<file path="config.mk">
export PLATFORM = sky130hd
export DESIGN_NAME = vehicle_sensor_conditioner
export DESIGN_NICKNAME = d
export VERILOG_FILES = /design/src/rtl/sensor_pkg.sv /design/src/rtl/sync_2ff.sv /design/src/rtl/vehicle_sensor_conditioner.sv
export SDC_FILE = /design/constraint.sdc
export NUM_CORES = 1
export LEC_CHECK = 0
export CAP_MARGIN = 10
export CORE_AREA = 3 3 71 73
export DETAILED_ROUTE_END_ITERATION = 6
export DIE_AREA = 0 0 74 76
export GPL_TIMING_DRIVEN = 0
export PLACE_DENSITY = 0.5
export SLEW_MARGIN = 20
export SYNTH_ARGS = -nofsm -noshare
export SYNTH_HDL_FRONTEND = slang
export SYNTH_HIERARCHICAL = 1
export SYNTH_SLANG_ARGS = --single-unit
export TNS_END_PERCENT = 20
</file>
<file path="constraint.sdc">
create_clock -name clk -period 2.1 [get_ports clk]
set_input_delay 0.63 -clock clk [delete_from_list [all_inputs] [get_ports clk]]
set_output_delay 0.63 -clock clk [all_outputs]
set_load 0.02 [all_outputs]
</file>
<file path="src/rtl/sensor_pkg.sv">
// Shared types and default constants for the vehicle loop sensor conditioner.
// Latency: n/a (declarations only).
// Backpressure: n/a.
package sensor_pkg;

  typedef enum logic [2:0] {
    IDLE,
    ARM,
    PRESENT,
    HOLD,
    FAULT
  } sensor_state_t;

  localparam int DEBOUNCE_CYCLES_DEF = 8;
  localparam int HOLD_CYCLES_DEF     = 16;
  localparam int STUCK_CYCLES_DEF    = 1000;
  localparam int CNT_W_DEF           = 8;

  // Debounce and hold timers cover up to 255 cycles; the stuck counter up to 65535.
  localparam int TMR_W   = 8;
  localparam int STUCK_W = 16;

endpackage

</file>
<file path="src/rtl/sync_2ff.sv">
// Two-flop synchroniser for a single asynchronous level.
// Latency: 2 clk edges from input to output.
// Backpressure: none; free-running.
module sync_2ff (
  input  logic clk,
  input  logic rst_n,
  input  logic d_i,
  output logic q_o
);

  logic s1_q;
  logic s2_q;

  // Capture the asynchronous input in two stages; both clear on synchronous reset.
  always_ff @(posedge clk) begin
    if (!rst_n) begin
      s1_q <= 1'b0;
      s2_q <= 1'b0;
    end else begin
      s1_q <= d_i;
      s2_q <= s1_q;
    end
  end

  assign q_o = s2_q;

endmodule

</file>
<file path="src/rtl/vehicle_sensor_conditioner.sv">
// Debounces an inductive-loop detector into a held vehicle request plus a saturating vehicle count.
// Latency: request rises DEBOUNCE_CYCLES+1 edges after the loop goes high, falls HOLD_CYCLES+2 edges after it clears.
// Backpressure: none. Stuck-high detection is built only when SENSOR_STUCK_DET_EN is defined.
module vehicle_sensor_conditioner
  import sensor_pkg::*;
#(
  parameter int DEBOUNCE_CYCLES = DEBOUNCE_CYCLES_DEF,
  parameter int HOLD_CYCLES     = HOLD_CYCLES_DEF,
  parameter int STUCK_CYCLES    = STUCK_CYCLES_DEF,
  parameter int CNT_W           = CNT_W_DEF
) (
  input  logic             clk,
  input  logic             rst_n,
  input  logic             loop_raw,
  input  logic             count_clr,
  output logic             sensor,
  output logic [CNT_W-1:0] vehicle_count,
  output logic             stuck_fault
);

  localparam logic [TMR_W-1:0] DEB_LAST  = TMR_W'(DEBOUNCE_CYCLES - 1);
  localparam logic [TMR_W-1:0] HOLD_LOAD = TMR_W'(HOLD_CYCLES - 1);

  logic                 loop_sync;
  sensor_state_t        state_q;
  logic [TMR_W-1:0]     deb_cnt_q;
  logic [TMR_W-1:0]     hold_tmr_q;
  logic                 sensor_q;
  logic                 stuck_fault_q;
  logic [CNT_W-1:0]     count_q;
  logic [CNT_W-1:0]     count_inc_d;

  sync_2ff u_sync (
    .clk   (clk),
    .rst_n (rst_n),
    .d_i   (loop_raw),
    .q_o   (loop_sync)
  );

  // Saturating increment: the count parks at all-ones instead of wrapping.
  assign count_inc_d = (&count_q) ? count_q : count_q + CNT_W'(1);

`ifdef SENSOR_STUCK_DET_EN
  localparam logic [STUCK_W-1:0] STUCK_LAST = STUCK_W'(STUCK_CYCLES - 1);
  logic [STUCK_W-1:0] stuck_cnt_q;
`else
  logic [STUCK_W-1:0] unused_stuck_cfg;
  assign unused_stuck_cfg = STUCK_W'(STUCK_CYCLES);
`endif

  // Detection FSM with its timers and registered outputs; outputs change in the transition branches.
  always_ff @(posedge clk) begin
    if (!rst_n) begin
      state_q       <= IDLE;
      deb_cnt_q     <= '0;
      hold_tmr_q    <= '0;
      sensor_q      <= 1'b0;
      stuck_fault_q <= 1'b0;
      count_q       <= '0;
`ifdef SENSOR_STUCK_DET_EN
      stuck_cnt_q   <= '0;
`endif
    end else begin
      // A clear on its own zeroes the count; a same-edge increment overrides it with 1 below.
      if (count_clr) count_q <= '0;
      case (state_q)
        IDLE: begin
          if (loop_sync) begin
            state_q   <= ARM;
            deb_cnt_q <= TMR_W'(1);
          end
        end
        ARM: begin
          if (!loop_sync) begin
            state_q   <= IDLE;
            deb_cnt_q <= '0;
          end else if (deb_cnt_q == DEB_LAST) begin
            state_q  <= PRESENT;
            sensor_q <= 1'b1;
            count_q  <= count_clr ? CNT_W'(1) : count_inc_d;
`ifdef SENSOR_STUCK_DET_EN
            stuck_cnt_q <= '0;
`endif
          end else begin
            deb_cnt_q <= deb_cnt_q + TMR_W'(1);
          end
        end
        PRESENT: begin
          if (!loop_sync) begin
            state_q    <= HOLD;
            hold_tmr_q <= HOLD_LOAD;
`ifdef SENSOR_STUCK_DET_EN
          end else if (stuck_cnt_q == STUCK_LAST) begin
            state_q       <= FAULT;
            sensor_q      <= 1'b0;
            stuck_fault_q <= 1'b1;
            deb_cnt_q     <= '0;
          end else begin
            stuck_cnt_q <= stuck_cnt_q + STUCK_W'(1);
`endif
          end
        end
        HOLD: begin
          if (loop_sync) begin
            // Same vehicle still over the loop: resume without counting.
            state_q <= PRESENT;
`ifdef SENSOR_STUCK_DET_EN
            stuck_cnt_q <= '0;
`endif
          end else if (hold_tmr_q == '0) begin
            state_q   <= IDLE;
            sensor_q  <= 1'b0;
            deb_cnt_q <= '0;
          end else begin
            hold_tmr_q <= hold_tmr_q - TMR_W'(1);
          end
        end
`ifdef SENSOR_STUCK_DET_EN
        FAULT: begin
          // Leave only after the loop has read clear for DEBOUNCE_CYCLES in a row.
          if (loop_sync) begin
            deb_cnt_q <= '0;
          end else if (deb_cnt_q == DEB_LAST) begin
            state_q       <= IDLE;
            stuck_fault_q <= 1'b0;
            deb_cnt_q     <= '0;
          end else begin
            deb_cnt_q <= deb_cnt_q + TMR_W'(1);
          end
        end
`endif
        default: begin
          state_q       <= IDLE;
          sensor_q      <= 1'b0;
          stuck_fault_q <= 1'b0;
          deb_cnt_q     <= '0;
        end
      endcase
    end
  end

  assign sensor        = sensor_q;
  assign vehicle_count = count_q;
  assign stuck_fault   = stuck_fault_q;

endmodule

</file>
== After elaboration in Yosys (flattened, before gate mapping) ==
Index checks and enable logic that the tools add are counted.
Storage, ports and cells
  word-level logic and storage cells: 64
  register bits: 30
  output and inout bits: 10
  input port bits: 4
Operators by class
  eq/ne operators: 15
  reduce and logical (&&, ||, !) cells: 9
  add/sub/neg operators: 3
  multiplexer cells: 28
  bitwise logic cells: 2
Operators by type and width (number)
  8-bit two-way mux: 14
  8-bit one-hot mux with 4 select lines: 1
  3-bit two-way mux: 6
  8-bit by 1-bit adder with 8-bit output (second input constant): 2
  8-bit one-hot mux with 2 select lines: 1
  3-bit one-hot mux with 4 select lines: 1
  2-bit != test (second input constant): 5
  5-bit AND reduction: 2
  8-bit by 3-bit == test with 1-bit output (second input constant): 1
  8-bit zero test: 1
  4-bit AND reduction: 2
  8-bit AND reduction: 1
  8-bit by 1-bit subtractor with 8-bit output (second input constant): 1
  3-bit by 2-bit == test with 1-bit output (second input constant): 2
  3-bit != test (second input constant): 2
  5-bit != test (second input constant): 1
  1-bit two-way mux: 4
  2-bit by 1-bit != test with 1-bit output (second input constant): 2
  3-bit by 1-bit == test with 1-bit output (second input constant): 1
  3-bit zero test: 1
  3-bit by 2-bit != test with 1-bit output (second input constant): 1
  1-bit one-hot mux with 3 select lines: 1
  1-bit NOT: 2
  2-bit nonzero test: 1
  2-bit OR reduction: 1

== Depth between registers and ports, before layout ==
Gate-level depths: netlist of the first run.
  depth after elaboration: 6
  mapped depth: 7
  mapped depth without buffers: 6

== Hierarchy ==
Netlist of the first run, hierarchy kept.
By module, submodules not included
  vehicle_sensor_conditioner: cells an instance 176, seq. area each 540.5 µm², area each 1498.9 µm², times used 1
  sync_2ff: cells an instance 4, seq. area each 40.0 µm², area each 52.6 µm², times used 1

== Worst setup path after synthesis of the first run ==
OpenSTA, ideal clock, no wires.
  path type: reg2reg
  start point: register hold_tmr_q[2]
  end point: register deb_cnt_q[2]
  library setup time: 0.072 ns
  arrival time: 1.980 ns
  required time: 2.028 ns
  period minus slack after synthesis: 2.053 ns
  stages on the path, launching flop included: 6
  slack: 0.047 ns
  buffers on the path: 1
  cells stage by stage: dfxtp_1 or4_4 o32a_4 buf_6 or4_1 a21oi_1
Between the ends
  longest elaborated chain between the ends: 3
Ends and longest elaborated chain
  start: declaration: RTL line vehicle_sensor_conditioner.sv:27  | logic [TMR_W-1:0] hold_tmr_q;
  start signal: assignment: RTL line vehicle_sensor_conditioner.sv:115  | hold_tmr_q <= hold_tmr_q - TMR_W'(1);
  8-bit zero test: RTL line vehicle_sensor_conditioner.sv:110  | end else if (hold_tmr_q == '0) begin
  2-bit != test (no source line)
  5-bit AND reduction (no source line)
  end signal: assignment: RTL line vehicle_sensor_conditioner.sv:85  | deb_cnt_q <= deb_cnt_q + TMR_W'(1);
  end: declaration: RTL line vehicle_sensor_conditioner.sv:26  | logic [TMR_W-1:0] deb_cnt_q;
No other way between the ends.
A chain may end at the register's enable or synchronous reset.

== Worst setup path in the final report of the first run ==
  start point: register hold_tmr_q[3]
  end point: register deb_cnt_q[2]
The elaborated chain is that of the path after synthesis.

==> results of run 1 <==
## report_power, final
part           switching, mW  total, mW  internal, mW
combinational         0.0288     0.0495        0.0207
sequential           0.00239      0.554         0.552
clock                  0.211      0.507         0.296
## cells in the mapped netlist, drive strengths merged
library cell,number,area [µm²]
ha,4,50.1
xor2,2,17.5
and4b,1,10.0
nand3,9,45.0
nor2,9,33.8
nand4bb,1,11.3
o221a,2,22.5
o21ai,8,40.0
nor4b,2,17.5
a32oi,1,8.76
nand2b,4,25.0
or2,2,12.5
o211a,1,10.0
a31o,1,8.76
o32a,1,22.5
nor4,5,31.3
or3,4,26.3
conb,1,3.75
xnor2,3,26.3
nand3b,4,30.0
and3b,1,8.76
nand2,7,26.3
o21a,2,15.0
buf,5,35.0
a21oi,21,105
inv,7,26.3
clkbuf,2,7.51
nand4,2,12.5
nor3,6,30.0
and2,2,12.5
o31ai,10,75.1
o211ai,5,37.5
or4,12,93.8
nor2b,2,12.5
nor4bb,2,20.0
dfxtp,29,581
## what timing repair did
action,CTS,global route
setup buffers,0,1
pin swaps,2,3
hold buffers,0,0
gates resized for setup,6,10
endpoints found under the setup margin,8,14
## per-layer routing
layer / GRT usage (%) / up-vias / wire, µm / share of wire [%]
met5: 0 / - / 0 / 0
met4: 5.80 / 0 / 30 / 0.85
met3: 3.56 / 5 / 150 / 4.2
met2: 20.8 / 31 / 1730 / 49
met1: 17.9 / 658 / 1640 / 46
li1: - / 727 / - / -
## worst register-to-register path, stage by stage, from the launching register on
cell	delay (ns)
dfxtp_1	0.35
or4_4	0.57
o32a_4	0.36
buf_6	0.15
or4_1	0.46
a21oi_1	0.14
## state kept, by name (all words and copies together) (netlist names), named ones only
| name | cells |
|---|---|
| u_sync/s1_q | 1 |
| state_q | 1 |
| deb_cnt_q | 8 |
| sensor | 1 |
| vehicle_count | 8 |
| u_sync/q_o | 1 |
| hold_tmr_q | 8 |
## cells by family after synthesis
kind of cell             Yosys count  synth area share (%)
AO/OA/AOI/OAI                     52                  22.3
XOR/XNOR                           5                  2.82
adder cells (fa/ha/maj)            4                  3.23
buffers and inverters             14                  4.44
flip-flops                        29                  37.4
other                              1                 0.242
AND/OR/NAND/NOR                   75                  29.6
## worst paths after layout
check	to	slack, ns
worst max-delay path	deb_cnt_q[2]	0.009
worst min-delay path	u_sync/q_o	0.44
worst max register to register	deb_cnt_q[2]	0.009
worst min register to register	u_sync/q_o	0.44
## final cells by class
type | instances | share of cell area [%]
plain buffers | 6 | 2.04
clock buffers | 7 | 5.07
clock inverters | 1 | 0.263
inverters | 7 | 1.38
multi-input cells | 137 | 50.2
flip-flops and latches | 29 | 30.9
well taps | 52 | 3.42
repair buffers | 13 | 6.71
==> impl_metrics.env, run 1 <==
export IMPL_route_antenna_remaining_nets=0
export IMPL_fp_coreArea_um2=4410
export IMPL_synth_distinct_cells=41
export IMPL_crit_family="simple AND/OR/NAND/NOR gates"
export IMPL_grt_pass1_wl_mm=6.17
export IMPL_startpoint_type="register"
export IMPL_clock_sinks=29
export IMPL_slowest_stage="or4_4"
export IMPL_power_density_nw_per_um2=585
export IMPL_clkTransAtPathRegs_ns=0.07
export IMPL_required_ns=2.30
export IMPL_final_max_slew_viol_count=0
export IMPL_setup_ws_ns=0.00932
export IMPL_crit_fanout=10
export IMPL_grt_max_degree=11
export IMPL_layout_common_cells="dfxtp_1 (26), a21oi_1 (20), clkdlybuf4s50_1 (12)"
export IMPL_pre_cts_slack_ns=-0.226
export IMPL_critPathBufInv=1
export IMPL_netlist_instances=180
export IMPL_antenna_found_initial=0
export IMPL_clk_latency_ns=0.27
export IMPL_htree_num_levels=2
export IMPL_dieHeight_um=76
export IMPL_status="finished clean"
export IMPL_track_usage_pct=13.7
export IMPL_place_congestion=0.880
export IMPL_critical_path_class="reg2reg"
export IMPL_numCtsBuffers=5
export IMPL_period_needed_ns=2.09
export IMPL_power_leakage_nw=0.610
export IMPL_syn_mean_instance_area_um2=8.62
export IMPL_cap_violations=0
export IMPL_tightestPinTransition_ns=0.621
export IMPL_slowest_delay_ns=0.57
export IMPL_initial_core_util_pct=35.1
export IMPL_stdcell_count=252
export IMPL_ys_ff_latch=29
export IMPL_startpoint="hold_tmr_q[3]"
export IMPL_fill_cells=442
export IMPL_wl_per_cell_um=14.1
export IMPL_setup_viol=0
export IMPL_post_route_drc_count=0
export IMPL_synth_warnings=6
export IMPL_portBuffers=12
export IMPL_fin_setup_tns_ns=0
export IMPL_crit_chain="or4_4 -> o32a_4 -> buf_6 -> or4_1 -> a21oi_1"
export IMPL_gr_total_overflow=0
export IMPL_cts_root_buffer="clkbuf_8"
export IMPL_final_common_cell="dfxtp_1"
export IMPL_vias=1421
export IMPL_syn_cell_area_um2=1550
export IMPL_cp_end_kind="register"
export IMPL_n_antenna_cell=0
export IMPL_holdWs_ns=0.437
export IMPL_routed_wl_mm=3.55
export IMPL_clk_path_buf_depth=2
export IMPL_multi_input_area_um2=955
export IMPL_fin_nets=207
export IMPL_fmax_mhz=478
export IMPL_holdCritStartpoint="u_sync/s1_q"
export IMPL_drive_gt1_share_pct=16.0
export IMPL_regArea_um2=587
export IMPL_area_growth_pct=22.5
export IMPL_dieWidth_um=74
export IMPL_ir_worst_vdd_mv=0.299
export IMPL_yosysSeqAreaShare_pct=37.4
export IMPL_final_core_util_pct=43.1
export IMPL_rsz0062_at_grt="yes"
export IMPL_placedInstanceArea_um2=1740
export IMPL_drt_first_pass_iters=4
export IMPL_hp_class="reg2reg"
export IMPL_critPathArrivalTime_ns=2.29
export IMPL_period_share_pct=99.6
export IMPL_syn_num_nets=188
export IMPL_io_pins=14
export IMPL_cp_depth=5
export IMPL_r2r_start="hold_tmr_q[3]"
export IMPL_vias_per_cell=5.64
export IMPL_row_count=24
export IMPL_hold_viol=0
export IMPL_die_area_um2=5620
export IMPL_skew_ns=0.00560
export IMPL_p_total_mw=1.11
export IMPL_grt_pass1_vias=1305
export IMPL_cts_tree="built"
export IMPL_fin_area_um2=1900
export IMPL_reg2reg_depth=5
export IMPL_max_slew_margin_pct=58.3
export IMPL_dp_hpwl_mm=2.57
export IMPL_drt_iter0_drc=111
export IMPL_holdPathStages=1
export IMPL_dp_cells=244
Note: power is estimated with default switching activity, not from simulation.
==> run 2, diff against run 1 <==
- CORE_AREA: 3 3 71 73 -> 3 3 60 62
- DIE_AREA: 0 0 74 76 -> 0 0 63 65
- PLACE_DENSITY: 0.5 -> 0.68
==> run 2 against run 1 <==
The flow now finishes with violations (negative setup slack). Clock skew increased by 0.0038 ns. Via count up 5.4%. Final area increased by 0.40%. Critical endpoint unchanged. Critical path type unchanged. Clock-buffer cell count did not move. Power fell by 14%. Sequential power about the same. Non-clock buffer count rose by 7. Die area shrank 27%. Final cell count fell by 0.79%. Critical path depth unchanged. Highest routed layer unchanged. Core utilization increased by 19 points. Worst setup slack worse by 0.045 ns.
==> impl_metrics.env, run 2 (synthesized netlist as in run 1, its figures left out) <==
export IMPL_startpoint_type="register"
export IMPL_drt_first_pass_iters=4
export IMPL_dp_cells=236
export IMPL_period_share_pct=102
export IMPL_dp_hpwl_mm=2.45
export IMPL_htree_num_levels=2
export IMPL_hp_class="reg2reg"
export IMPL_fmax_mhz=468
export IMPL_io_pins=14
export IMPL_vias_per_cell=5.99
export IMPL_numCtsBuffers=5
export IMPL_final_max_slew_viol_count=0
export IMPL_area_growth_pct=23.0
export IMPL_fin_setup_tns_ns=-0.0359
export IMPL_die_area_um2=4100
export IMPL_rr_endpoint="deb_cnt_q[2]"
export IMPL_crit_fanout=7
export IMPL_ff2ff_setup_slack_ns=-0.04
export IMPL_wl_per_cell_um=14.3
export IMPL_n_antenna_cell=0
export IMPL_row_count=20
export IMPL_post_route_drc_count=0
export IMPL_holdPathStages=1
export IMPL_cp_end_kind="register"
export IMPL_place_congestion=0.894
export IMPL_violations="negative setup slack"
export IMPL_critPathArrivalTime_ns=2.39
export IMPL_fill_cells=280
export IMPL_ir_worst_vdd_mv=0.305
export IMPL_holdPathEnd="u_sync/q_o"
export IMPL_met1_length_mm=1.51
export IMPL_setup_ws_ns=-0.0359
export IMPL_final_common_cell="dfxtp_1"
export IMPL_status="finished, violations left"
export IMPL_dieWidth_um=63
export IMPL_wl_met3_um=155
export IMPL_initial_core_util_pct=50.4
export IMPL_rsz0062_at_grt="yes"
export IMPL_skew_ns=0.00935
export IMPL_drt_iter0_drc=64
export IMPL_routed_wl_mm=3.58
export IMPL_fp_coreArea_um2=3080
export IMPL_antenna_found_initial=0
export IMPL_layout_common_cells="dfxtp_1 (28), a21oi_1 (20), clkdlybuf4s50_1 (12)"
export IMPL_tightestPinTransition_ns=0.680
export IMPL_power_density_nw_per_um2=499
export IMPL_wl_met2_mm=1.86
export IMPL_multi_input_area_um2=972
export IMPL_stdcell_count=250
export IMPL_grt_pass1_vias=1387
export IMPL_clk_path_buf_depth=2
export IMPL_startpoint="hold_tmr_q[2]"
export IMPL_reg2reg_depth=5
export IMPL_track_usage_pct=18.2
export IMPL_power_leakage_nw=0.627
export IMPL_fin_nets=214
export IMPL_critical_path_class="reg2reg"
export IMPL_required_ns=2.35
export IMPL_drive_gt1_share_pct=17.5
export IMPL_regArea_um2=584
export IMPL_cts_root_buffer="clkbuf_4"
export IMPL_cap_violations=0
export IMPL_portBuffers=12
export IMPL_clkTransAtPathRegs_ns=0.09
export IMPL_hold_viol=0
export IMPL_period_needed_ns=2.14
export IMPL_gr_total_overflow=0
export IMPL_clock_sinks=29
export IMPL_cts_tree="built"
export IMPL_grt_pass1_wl_mm=5.95
export IMPL_topRoutingLayerUsed="met4"
export IMPL_grt_max_degree=11
export IMPL_route_antenna_remaining_nets=0
export IMPL_holdCritStartpoint="u_sync/s1_q"
export IMPL_setup_viol=1
export IMPL_r2r_start="hold_tmr_q[2]"
export IMPL_clk_latency_ns=0.32
export IMPL_pre_cts_slack_ns=-0.204
export IMPL_max_slew_margin_pct=54.3
export IMPL_dieHeight_um=65
export IMPL_vias=1498
## run 2: cell types whose count changed in the layout (fill, tap and decap cells not counted), sizes merged
cell,delta
buf,+6
clkbuf,+1
clkinv,-1
## run 2: worst max-delay path by stage
stage,end,slack [ns],cells past startpoint
finish,deb_cnt_q[2],-0.04,5
global route,deb_cnt_q[2],-0.09,5
CTS,deb_cnt_q[2],-0.06,7
detailed placement,vehicle_count[6],-0.20,5
global placement,vehicle_count[6],-0.18,5
floorplan,deb_cnt_q[2],0.05,5
## run 2: cell type report
type,instances,share of cell area (%)
Buffer,7,2.23
Multi-Input combinational cell,137,51.0
Timing Repair Buffer,19,9.05
Sequential cell,29,30.6
Clock buffer,7,2.89
Tap cell,44,2.89
Inverter,7,1.38
## run 2: stage by stage
step	cell area [µm²]	power, mW	hold WS, ns	utilization [%]
after CTS	1810	0.953	0.441	58.8
after floorplan	1550	0.600	0.412	-
after detailed placement	1730	0.616	0.421	56.1
final	1910	0.951	0.436	62.0
after global routing	1910	0.986	0.468	62.0
after global placement	1730	0.614	0.418	56.1
## run 2: report_power, final
part	total, mW	switching [mW]	internal, mW
clock network	0.343	0.186	0.158
registers	0.554	0.00251	0.551
logic	0.0540	0.0295	0.0245
## run 2: repair_timing
| item | 4_1_cts | 5_1_grt |
|---|---|---|
| hold buffers | 0 | 0 |
| endpoints found under the setup margin | 8 | 12 |
| pin swaps | 2 | 3 |
| resized for setup | 4 | 10 |
| buffers inserted | 0 | 7 |
## run 2: per-layer routing
layer	vias up	GRT usage [%]
met2	36	33.9
met1	715	19.3
met4	0	7.44
li1	740	-
met5	-	0
met3	7	4.68
## run 2: critical path, cell delays in order, from the launching register on
cell	delay, ns
dfxtp_4	0.36
or4_4	0.56
o32a_4	0.40
buf_6	0.14
or4_4	0.48
a21oi_2	0.12
